===== src/rtl/irq_controller.sv =====
// Eight-input prioritised interrupt controller with edge-detected pending bits,
// in-service nesting and a small 16-bit register window for mask, vector base and EOI.
module irq_controller #(
  parameter int NUM_IRQS = 8
) (
  input  logic                clk,
  input  logic                reset,
  input  logic                cs,
  input  logic [1:1]          data_m_addr,
  input  logic [15:0]         data_m_data_in,
  output logic [15:0]         data_m_data_out,
  input  logic [1:0]          data_m_bytesel,
  input  logic                data_m_wr_en,
  input  logic                data_m_access,
  output logic                data_m_ack,
  input  logic [NUM_IRQS-1:0] irq,
  output logic                intr,
  input  logic                inta,
  output logic [7:0]          irq_vector
);

  logic [NUM_IRQS-1:0] mask;
  logic [NUM_IRQS-1:0] pending;
  logic [NUM_IRQS-1:0] in_service;
  logic [NUM_IRQS-1:0] irq_q;
  logic [4:0]          vector_base;

  logic                access;
  logic                wr;
  logic                rd;
  logic [NUM_IRQS-1:0] rise;
  logic [2:0]          cand;
  logic                cand_found;
  logic                eligible;
  logic                take;
  logic [NUM_IRQS-1:0] cand_onehot;
  logic [NUM_IRQS-1:0] pending_nxt;
  logic [NUM_IRQS-1:0] in_service_nxt;
  logic [15:0]         rd_data;
  logic                unused_data_bits;

  assign access           = cs & data_m_access;
  assign wr               = access & data_m_wr_en;
  assign rd               = access & ~data_m_wr_en;
  assign rise             = irq & ~irq_q;
  assign unused_data_bits = ^data_m_data_in[10:8];

  // NOTE: every always_comb output gets a default before any condition, so no latch is inferred.
  always_comb begin
    cand       = '0;
    cand_found = 1'b0;
    for (int i = NUM_IRQS - 1; i >= 0; i--) begin
      if (pending[i] && !mask[i]) begin
        cand       = 3'(i);
        cand_found = 1'b1;
      end
    end
  end

  // An in-service bit at or above the candidate's priority blocks it.
  always_comb begin
    eligible = cand_found;
    for (int i = 0; i < NUM_IRQS; i++) begin
      if (3'(i) <= cand && in_service[i]) begin
        eligible = 1'b0;
      end
    end
  end

  assign take        = inta & intr & eligible;
  assign cand_onehot = take ? (NUM_IRQS'(1) << cand) : '0;

  // Clears are applied first so a same-edge rising irq or inta grant wins.
  always_comb begin
    pending_nxt    = pending & ~cand_onehot;
    in_service_nxt = in_service;
    if (wr && data_m_addr[1]) begin
      if (data_m_bytesel[0]) pending_nxt    = pending_nxt & ~data_m_data_in[7:0];
      if (data_m_bytesel[1]) in_service_nxt = in_service & ~data_m_data_in[15:8];
    end
    pending_nxt    = pending_nxt | rise;
    in_service_nxt = in_service_nxt | cand_onehot;
  end

  assign rd_data = data_m_addr[1] ? {in_service, pending} : {vector_base, 3'b000, mask};

  always_ff @(posedge clk) begin
    if (reset) begin
      mask            <= '1;
      vector_base     <= '0;
      pending         <= '0;
      in_service      <= '0;
      irq_q           <= '0;
      intr            <= 1'b0;
      irq_vector      <= '0;
      data_m_ack      <= 1'b0;
      data_m_data_out <= '0;
    end else begin
      // NOTE: sequential state uses non-blocking assignments so every register samples pre-edge values.
      irq_q           <= irq;
      pending         <= pending_nxt;
      in_service      <= in_service_nxt;
      intr            <= eligible;
      data_m_ack      <= access;
      data_m_data_out <= rd ? rd_data : 16'h0000;
      if (wr && !data_m_addr[1]) begin
        if (data_m_bytesel[0]) mask        <= data_m_data_in[7:0];
        if (data_m_bytesel[1]) vector_base <= data_m_data_in[15:11];
      end
      if (inta) begin
        irq_vector <= take ? {vector_base, cand} : {vector_base, 3'd7};
      end
    end
  end

endmodule


===== config.mk =====
export PLATFORM = sky130hd
export DESIGN_NAME = irq_controller
export DESIGN_NICKNAME = d
export VERILOG_FILES = /design/src/rtl/irq_controller.sv
export SDC_FILE = /design/constraint.sdc
export NUM_CORES = 1
export LEC_CHECK = 0
export BUFFER_PORTS_ARGS = -buffer_cell sky130_fd_sc_hd__buf_4
export CAP_MARGIN = 10
export CORE_ASPECT_RATIO = 1.2
export CORE_UTILIZATION = 25
export DETAILED_ROUTE_END_ITERATION = 16
export MAX_ROUTING_LAYER = met4
export PLACE_DENSITY_LB_ADDON = 0.05
export SLEW_MARGIN = 0
export SYNTH_ARGS = -nofsm -noshare
export SYNTH_HDL_FRONTEND = slang
export SYNTH_SLANG_ARGS = --single-unit
export TNS_END_PERCENT = 10

===== constraint.sdc =====
create_clock -name clk -period 2.9 [get_ports clk]
set_input_delay 0.435 -clock clk [delete_from_list [all_inputs] [get_ports clk]]
set_output_delay 0.435 -clock clk [all_outputs]
set_load 0.01 [all_outputs]

==> reports/metrics.yaml <==
status: "finished, final reports clean"
synth.top_cell.area_share: 0.497
final_nets: 365
syn_area_mm2: 0.00254
antenna_found_initial: 0
drc_errors: 0
finalSetupTns_ps: 0
die_w_um: 94.0
clock-sinks: 63
skew_ps: 9.81
clk_latency_ps: 320
drt_wl_total_um: 6790
crit_required_ps: 3110
clkSlewWorstSetupHoldPaths_ps: 50
syn_nets: 304
synth_commonest_cells: "63 x dfxtp_1, 34 x nor2_1, 33 x nand2_1"
ctsResizeCount: 0
slowest_delay_ps: 580
cp-end-kind: "flop"
grt_max_degree: 32
avgViaCountPerCell: 4.48
critPathLaunch: "mask[3]"
ys_top_cells_by_area: "dfxtp_1 50%, mux2i_1 12%, nor2_1 5.0%"
wl_met3_um: 262
io_pins: 59
tritoncts: "built"
async_flop_share: 0
peakVddDrop_mv: 0.284
tightest_slew_ps: 703
relSlewSlack: 0.530
synth.avg_cell_area_um2: 9.37
start_util: 0.261
area_growth_pct: 34.1
worstSetupPathType: "reg2reg"
maxCapViolations: 0
ant_nets: 0
ys_seq_elements: 63
synthCells: 271
htreeDepth: 3
grt_pass1_wl_um: 11000
fin_ws_ps: 697
fmax_mhz: 454
hold_viol: 0
vias: 2055
dp_hpwl_um: 4970
cp_slowest_cell: "or4_1"
crit_chain: "nand2b_1 -> nand2_1 -> or4_1 -> nor2_1 -> nor4b_1 -> buf_4 -> o2bb2ai_1"
rsz0062_at_grt: "false"
met2_length_um: 3190
ctsHoldBuffers: 0
m1WireLength_um: 3240
firstDrtPassIters: 4
yosysSeqAreaShare: 0.497
powerDensity_mw_per_mm2: 621
gp_congestion: 0.889
cts_buffer_depth: 2
holdCritStartpoint: "data_m_data_in[0]"
synth_cell_types: 40
io_buffers: 58
post_cts_buffers: 0
post-route-min-period_ps: 2200
setup_viol: 0
core.rowCount: 39
ys_warn_count: 0
root_buffer: "clkbuf_16"
coreArea_mm2: 0.00971
p_leak_nw: 1.43
grt_pass1_vias: 2111
fillCellCount: 1011
drv_slew: 0
hold_class: "in2reg"
multi_input_area_mm2: 0.00121
start_kind: "flop"
regArea_mm2: 0.00126
n_antenna_cell: 0
grt_usage: 0.144
yosysMostFrequentCell: "dfxtp_1"
dieArea_mm2: 0.0106
post-route-period-util: 0.760
timing.rr.start: "mask[3]"
ys.flop_type: "dfxtp_1"
crit_path_max_fanout: 4
drt_iter0_drc: 79
die_h_um: 112
place_ws_ps: 719
path_delay_family: "simple AND/OR/NAND/NOR gates"
layout-drive-gt1-share: 0.241
wl_per_cell_um: 14.8
synth_largest_area_cell: "dfxtp_1"
top_layer_used: "met4"
overflow: 0
cp.arrival_ps: 2410
crit_buf_inv: 1
cts_buffers: 9
synth_edf_count: 0
state kept, by name (all words and copies together), names as in the netlist:
register         cells
data_m_ack           1
data_m_data_out     16
in_service           8
intr                 1
irq_q                8
irq_vector           8
mask                 8
pending              8
vector_base          5
cells by family after synthesis:
group | Yosys count | share of synthesized area
mux | 30 | 0.118
compound gates | 39 | 0.123
simple gates | 122 | 0.237
flops | 63 | 0.497
buf+inv | 17 | 0.0251
stage by stage:
stage                util  power [mW]  instances  cell area, um2  hold WS, ps
floorplan               -       0.994        271            2540          436
global placement    0.320        1.06        444            3110          441
detailed placement  0.320        1.06        444            3110          443
CTS                 0.351        2.15        459            3400          339
global route        0.351        2.20        459            3400          351
finish              0.351        2.11        459            3400          345
cells in the final DEF, fill, tap and decap left out, drive strengths merged:
master,synthesis,layout
nand4,2,2
a21o,1,1
clkinv,0,1
a32oi,1,1
a21boi,4,4
o211ai,3,3
and2,4,4
nand2b,10,10
dfxtp,63,63
inv,7,7
nand2,33,33
nand3,10,10
a21oi,6,6
nor4b,3,3
o2111ai,1,1
a2bb2oi,1,1
nand4b,1,1
clkinvlp,0,1
nor3b,1,1
a32o,1,1
a211oi,4,4
nor2b,13,13
bufinv,0,1
nor3,4,4
a31o,1,1
o21a,3,3
a41o,3,3
clkbuf,9,12
nor2,34,34
and3,3,3
or3,1,1
buf,1,60
o21ai,4,4
or4,3,3
mux2i,30,30
o2bb2ai,5,5
a2111o,1,1
cell type report:
class	count	area share
tap	123	0.0452
multi-input combinational	191	0.356
clock inverter	3	0.0125
clock buffer	12	0.0753
timing repair buffer	60	0.132
inverter	7	0.00772
sequential	63	0.370
per-layer routing:
layer / track usage / vias up
li1: - / 1065
met1: 0.176 / 948
met2: 0.227 / 37
met3: 0.0366 / 5
met4: 0.0554 / 0
met5: - / -
worst paths after layout:
kind,slack (ps),end,cells past startpoint
worst max register to register,700,pending[7],7
worst min-delay path,350,mask[0],3
worst min register to register,460,pending[2],2
worst max-delay path,700,pending[7],7
report_power, final:
part	internal, mW	switching [mW]	total [mW]
registers	0.893	0.0154	0.909
logic	0.0685	0.0647	0.133
clock network	0.705	0.367	1.07
worst min-delay path, cell delays in order:
cell	delay [ps]
buf_4	90
mux2i_1	60
nand2_1	60
No activity file was read; power rests on OpenSTA's default activity.
